File: src/rtl/seq_bit_serializer.sv
// seq_bit_serializer: parallel-to-serial feeder for the bit-serial sequence detector.
// Words arrive over a valid/ready handshake into a one-entry holding register and
// are shifted out one bit per enabled cycle on dout.
// A word already waiting in the holding register is loaded the same edge the
// previous word's last bit is consumed, so consecutive words stream with no idle gap.
module seq_bit_serializer #(
    parameter int WIDTH     = 8,     // word width, must be >= 2
    parameter bit MSB_FIRST = 1'b1,  // 1: bit WIDTH-1 leaves first, 0: bit 0 leaves first
    parameter bit IDLE_BIT  = 1'b0   // line level when no word is being shifted
) (
    input  logic             clk,
    input  logic             rst,
    input  logic             s_valid,
    output logic             s_ready,
    input  logic [WIDTH-1:0] s_data,
    input  logic             bit_en,
    output logic             dout,
    output logic             dout_valid,
    output logic             busy,
    output logic             word_done
);

    localparam int              CNT_W = $clog2(WIDTH);
    localparam logic [CNT_W-1:0] LAST  = CNT_W'(WIDTH - 1);

    typedef enum logic {
        IDLE  = 1'b0,
        SHIFT = 1'b1
    } state_t;

    state_t             state_reg;
    logic [WIDTH-1:0]   sh_reg;
    logic [WIDTH-1:0]   hold_reg;
    logic               hold_full_reg;
    logic [CNT_W-1:0]   cnt_reg;

    logic [WIDTH-1:0]   sh_next;    // shift register after one bit leaves
    logic               out_bit;    // bit currently at the output end
    logic               in_shift;   // shifting and not being reset
    logic               last_bit;   // current bit is the word's final bit
    logic               accept;

    // Shift toward the output end; the vacated position takes the idle level so
    // the register never carries stale word bits.
    genvar gi;
    generate
        for (gi = 0; gi < WIDTH; gi++) begin : g_shift
            if (MSB_FIRST) begin : g_msb
                if (gi == 0) begin : g_fill
                    assign sh_next[gi] = IDLE_BIT;
                end else begin : g_move
                    assign sh_next[gi] = sh_reg[gi-1];
                end
            end else begin : g_lsb
                if (gi == WIDTH - 1) begin : g_fill
                    assign sh_next[gi] = IDLE_BIT;
                end else begin : g_move
                    assign sh_next[gi] = sh_reg[gi+1];
                end
            end
        end

        if (MSB_FIRST) begin : g_out_msb
            assign out_bit = sh_reg[WIDTH-1];
        end else begin : g_out_lsb
            assign out_bit = sh_reg[0];
        end
    endgenerate

    // Output decode; reset forces the line idle in the reset cycle itself even
    // though the state registers only clear at the following edge.
    assign in_shift   = ~rst & (state_reg == SHIFT);
    assign last_bit   = (cnt_reg == LAST);
    assign dout       = in_shift ? out_bit : IDLE_BIT;
    assign dout_valid = in_shift & bit_en;
    assign word_done  = dout_valid & last_bit;
    assign busy       = ~rst & ((state_reg == SHIFT) | hold_full_reg);
    // Ready depends only on registered occupancy, never on the drain side.
    assign s_ready    = ~rst & ~hold_full_reg;
    assign accept     = s_valid & s_ready;

    // Holding-register fill plus IDLE/SHIFT sequencing of the shift register.
    always_ff @(posedge clk) begin
        if (rst) begin
            state_reg     <= IDLE;
            hold_full_reg <= 1'b0;
            cnt_reg       <= '0;
            sh_reg        <= '0;
        end else begin
            // Accept only happens while the holding register is empty, and a
            // drain only while it is full, so these never collide.
            if (accept) begin
                hold_reg      <= s_data;
                hold_full_reg <= 1'b1;
            end
            case (state_reg)
                IDLE: begin
                    if (hold_full_reg) begin
                        sh_reg        <= hold_reg;
                        cnt_reg       <= '0;
                        hold_full_reg <= 1'b0;
                        state_reg     <= SHIFT;
                    end
                end
                SHIFT: begin
                    if (bit_en) begin
                        if (!last_bit) begin
                            sh_reg  <= sh_next;
                            cnt_reg <= cnt_reg + 1'b1;
                        end else if (hold_full_reg) begin
                            // Gapless hand-over to the waiting word.
                            sh_reg        <= hold_reg;
                            cnt_reg       <= '0;
                            hold_full_reg <= 1'b0;
                        end else begin
                            state_reg <= IDLE;
                        end
                    end
                end
                default: state_reg <= IDLE;
            endcase
        end
    end

endmodule
File: config.mk
export PLATFORM = sky130hd
export DESIGN_NAME = seq_bit_serializer
export DESIGN_NICKNAME = d
export VERILOG_FILES = /design/src/rtl/seq_bit_serializer.sv
export SDC_FILE = /design/constraint.sdc
export NUM_CORES = 1
export LEC_CHECK = 0
export BUFFER_PORTS_ARGS = -buffer_cell sky130_fd_sc_hd__buf_2
export CAP_MARGIN = 20
export CELL_PAD_IN_SITES_DETAIL_PLACEMENT = 0
export CELL_PAD_IN_SITES_GLOBAL_PLACEMENT = 1
export CORE_MARGIN = 1
export CORE_UTILIZATION = 42
export CTS_CLUSTER_DIAMETER = 80
export CTS_CLUSTER_SIZE = 24
export DETAILED_ROUTE_END_ITERATION = 12
export PLACE_DENSITY_LB_ADDON = 0.1
export SLEW_MARGIN = 20
export SYNTH_ARGS = -nofsm -noshare
export SYNTH_HDL_FRONTEND = slang
export SYNTH_SLANG_ARGS = --single-unit
File: constraint.sdc
create_clock -name clk -period 2.1 [get_ports clk]
set_input_delay 0.42 -clock clk [delete_from_list [all_inputs] [get_ports clk]]
set_output_delay 0.42 -clock clk [all_outputs]
set_load 0.01 [all_outputs]
Word level (Yosys, flattened, before mapping)
Index checks and enable logic that the tools add are counted.
Storage, ports and cells
  input port bits: 12
  flip-flop bits (word level): 21
  logic and storage cells: 37
  output and inout port bits: 5
Operators by class
  reduce and logical (&&, ||, !) cells: 1
  bitwise logic cells: 10
  add/subtract/negate cells: 1
  equality and inequality tests: 2
  mux-type cells: 18
Operators by type and width (number)
  8-bit two-way mux: 3
  8-bit one-hot mux with 2 select lines: 1
  3-bit two-way mux: 3
  1-bit two-way mux: 8
  1-bit bitwise AND: 6
  3-bit one-hot mux with 2 select lines: 1
  1-bit one-hot mux with 2 select lines: 2
  3-bit by 1-bit adder with 3-bit output, second input constant: 1
  3-bit equality test, second input constant: 1
  1-bit NOT: 3
  2-bit != test, second input constant: 1
  2-bit AND reduction: 1
  1-bit bitwise OR: 1

Logic depth before layout (Yosys ltp)
  depth in word-level cells: 8
  mapped depth: 7
  mapped depth without buffers: 5

Least setup slack after synthesis
Ideal clock, no wire load.
  path kind: reg-to-reg
  start point: register cnt_reg[0]
  end point: register sh_reg[3]
  required time: 2.030 ns
  cell stages (with the launch flop): 8
  setup slack: 0.492 ns
  buffers on the path: 2
  clock period less this slack: 1.608 ns
  setup time: 0.070 ns
  arrival time: 1.539 ns
  cell sequence: dfxtp_1 > ha_1 > ha_1 > nand2b_1 > buf_6 > buf_8 > a221o_1 > a21oi_1
Between the ends
  cells in the longest elaborated chain, start to end: 4
RTL lines
  start: declaration: RTL line 35  | logic [CNT_W-1:0] cnt_reg;
  start signal: assignment: RTL line 109  | cnt_reg <= cnt_reg + 1'b1;
  3-bit equality test: RTL line 73  | assign last_bit = (cnt_reg == LAST);
  8-bit two-way mux: RTL line 107  | if (!last_bit) begin
  8-bit two-way mux: RTL line 106  | if (bit_en) begin
  8-bit one-hot mux with 2 select lines: RTL line 96  | case (state_reg)
  end signal: assignment: RTL line 99  | sh_reg <= hold_reg;
  end signal: assignment: RTL line 108  | sh_reg <= sh_next;
  end signal: assignment: RTL line 112  | sh_reg <= hold_reg;
  end: declaration: RTL line 32  | logic [WIDTH-1:0] sh_reg;
No other way between the ends. The select of a mux whose other input is x is not followed.
A chain may end at the register's enable or synchronous reset.

Worst setup path after layout
  start point: register cnt_reg[0]
  end point: output word_done
Between the ends
  cells in the longest elaborated chain, start to end: 2
RTL lines
  3-bit equality test: RTL line 73
  1-bit bitwise AND: RTL line 76  | assign word_done = dout_valid & last_bit;
  end: declaration: RTL line 20  | output logic word_done
No other way between the ends.

==> flow_summary_export.csv <==
group,metric,value,unit
finish,drive_above_1_share,0.2069,
worst_setup_path,path_delay_family,"adder cells",
sta,slew_violations,0,
logic_synthesis,synthCells,101,
floorplanning,die_h,51.58,um
floorplanning,die_area,0.002660,mm2
logic_synthesis,avgSynthCellArea,10.22,um2
floorplanning,fp-row-count,17,
pwr,netSwitchingPower,210.8,uW
pwr,pwr-share-seq,0.596,
clock_network,postCtsHoldBufs,0,
logic_synthesis,synth_warnings,0,
clock_network,htreeDepth,1,
pwr,p_int,574.0,uW
placed_design,post-place-ws,370.6,ps
global_route,grt_use_total,0.1638,
route,viasPerCell,5.500,
outcome,status,"finished clean",
logic_synthesis,synth-seq-area-share,0.4848,
worst_setup_path,worst-path-buf-inv,1,
sta,fmax,0.5183,GHz
sta,setup_viol,0,
global_route,first_global_vias,721,
logic_synthesis,syn_nets,116,
pwr,p_per_area,694.6,mW/mm2
worst_setup_path,cp.depth,5,
route,wl_per_cell,13.65,um
floorplanning,initial_core_util,0.4578,
sta,hold_violations,0,
clock_network,cts_sinks,21,
sta,fin_crit_sh,0.9187,
worst_setup_path,start_kind,"flip-flop",
worst_setup_path,slowest_stage,"dfxtp_1",
placed_design,dpl.hpwl,1362,um
hold_path,hp-class,"in2reg",
worst_setup_path,cp.required,1680,ps
clock_network,clkTransAtPathRegs,120,ps
worst_setup_path,cp_cell_sequence,"ha_1 -> ha_1 -> nand2_1 -> nor3_1 -> buf_2",
finish,syn_to_final_growth,9.454,%
worst_setup_path,slowest_delay,400,ps
floorplanning,ios,17,
worst_setup_path,cp_common_cell,"ha_1",
global_route,grt_start_max_net_pins,19,
route,drt-total-wl,1966,um
finish,n_fill_cell,246,
route,drt-initial-drc-count,13,
route,remaining_drc_errors,0,
hold_path,holdPathStages,1,
clock_network,post-cts-setup-buffers,0,
logic_synthesis,yosysTopAreaCell,"dfxtp_1",
pwr,p_leak,0.4787,nW
sta,min_period,1929,ps
clock_network,clockRootBuffer,"clkbuf_4",
logic_synthesis,synth_flop_cell,"dfxtp_1",
worst_setup_path,r2r_cells,6,
run,maxCapViolations,0,
route,ant_nets,0,
placed_design,globalplace.congestion,0.8483,
worst_setup_path,path_class,"reg2out",
pwr,power_frac_clock,0.251,
pwr,switching_share,0.2686,
clock_network,clockBufferDepth,2,
logic_synthesis,synthArstFlopShare,0,
sta,skew,1.426,ps
logic_synthesis,synth-edff-count,8,
logic_synthesis,synth_common_cells,"13 x dfxtp_1, 11 x a21oi_1, 10 x nor2_1",
sta,setup_tns,0,ps
sta,rsz0062_at_grt,"false",
logic_synthesis,yosys.cell_types.count,26,
placed_design,port_buffers,16,
floorplanning,dieWidth,51.58,um
floorplanning,fp.coreArea,0.002255,mm2
sta,fin_ws,170.7,ps
worst_setup_path,worst_setup_path_end_kind,"output pin",
logic_synthesis,yosysMostFrequentCell,"dfxtp_1",
logic_synthesis,synth_area_leaders,"dfxtp_1 25%, edfxtp_1 23%, a221o_1 6.8%",
route,drtPass1Iterations,4,
clock_network,clock_latency,300,ps
finish,num_antenna_cells,0,
clock_network,cts_resized,0,
logic_synthesis,ys_seq_elements,21,
global_route,grt_pass1_wl,3187,um
global_route,antenna_found_initial,0,
logic_synthesis,synth_top_area_share,0.2521,
worst_setup_path,arrival,1510,ps
sta,max_slew.worst_pin.slew,363.5,ps
logic_synthesis,syn-cell-area,0.001032,mm2
clock_network,cts_tree,"done",
pwr,irDropWorstVdd,343.8,uV
sta,max_slew_margin,0.7577,
global_route,overflow,0,
route,via_count,792,
clock_network,cts_buffers,3,
pwr,combPwrFrac,0.153,
finish,finish.net_count,132,
worst_setup_path,worstPathMaxFanout,4,
final cells by class:
type / instances / area [um2] / share of cell area
Sequential cell: 21 / 500.5 / 0.4430
Multi-Input combinational cell: 64 / 437.9 / 0.3876
Timing Repair Buffer: 18 / 95.09 / 0.08416
Tap cell: 28 / 35.03 / 0.03101
Inverter: 9 / 33.78 / 0.02990
Clock buffer: 3 / 22.52 / 0.01993
Clock inverter: 1 / 5.005 / 0.004430
cell families (layout without fill, tap and decap cells):
logic type,count (synthesis),count (layout),share of synthesized area
buffers and inverters,16,31,0.09090
AOI/OAI and AO/OA,26,26,0.1794
and+or+nand+nor,28,28,0.1406
adders and majority gates,3,3,0.03637
muxes,7,7,0.06788
DFF,21,21,0.4848
worst reg2reg max path, delay by kind of cell (launching register included):
kind | cells | cell delay [ps]
fa+ha+maj | 2 | 460
buf+inv | 1 | 210
flops | 1 | 360
compound gates | 2 | 470
simple gates | 1 | 150
path summary, 6_finish.rpt:
| check | startpoint | to | slack (ps) |
|---|---|---|---|
| max | cnt_reg[0]$_SDFFE_PP0P_ | word_done | 170 |
| min | s_data[4] | hold_reg[4]$_DFFE_PP_ | 280 |
| max reg2reg | cnt_reg[0]$_SDFFE_PP0P_ | sh_reg[1]$_SDFFE_PP0P_ | 330 |
| min reg2reg | sh_reg[0]$_SDFFE_PP0P_ | sh_reg[0]$_SDFFE_PP0P_ | 520 |
per-stage QoR:
stage	area, um2	hold WS (ps)	utilization	total power, mW	std cells
floorplan	1032	475.0	-	0.5697	101
finish	1130	283.5	0.5011	0.7848	144
global placement	1102	490.1	0.4889	0.5947	140
detailed placement	1102	502.3	0.4889	0.5970	140
CTS	1130	275.7	0.5011	0.7932	144
global route	1130	265.2	0.5011	0.8246	144
cell usage in the layout (no fill, tap or decap), types with 2 or more instances in the layout:
master / count
nand3b_1: 3
inv_1: 9
nor3_1: 2
buf_2: 16
nor2_1: 10
edfxtp_1: 8
dfxtp_1: 13
mux2i_1: 7
buf_4: 2
a21oi_1: 11
a221o_1: 7
clkbuf_4: 3
a31oi_1: 2
nand2_1: 4
o211ai_1: 2
ha_1: 3
nand3_1: 4
power groups by stage:
stage               Sequential, mW  Clock [mW]  Combinational [mW]
finish                       0.468       0.197               0.120
global route                 0.472       0.219               0.134
CTS                          0.468       0.205               0.121
detailed placement           0.477           0               0.120
global placement             0.476           0               0.118
floorplan                    0.471           0              0.0989
per-layer routing:
metal | vias to the layer above | global-route usage | share of wire
met5 | - | 0 | 0
met4 | 0 | 0.05405 | 0.0081
met3 | 2 | 0.03509 | 0.036
met2 | 16 | 0.2554 | 0.45
met1 | 379 | 0.2249 | 0.51
li1 | 395 | - | -
(Power assumes the default switching activity.)
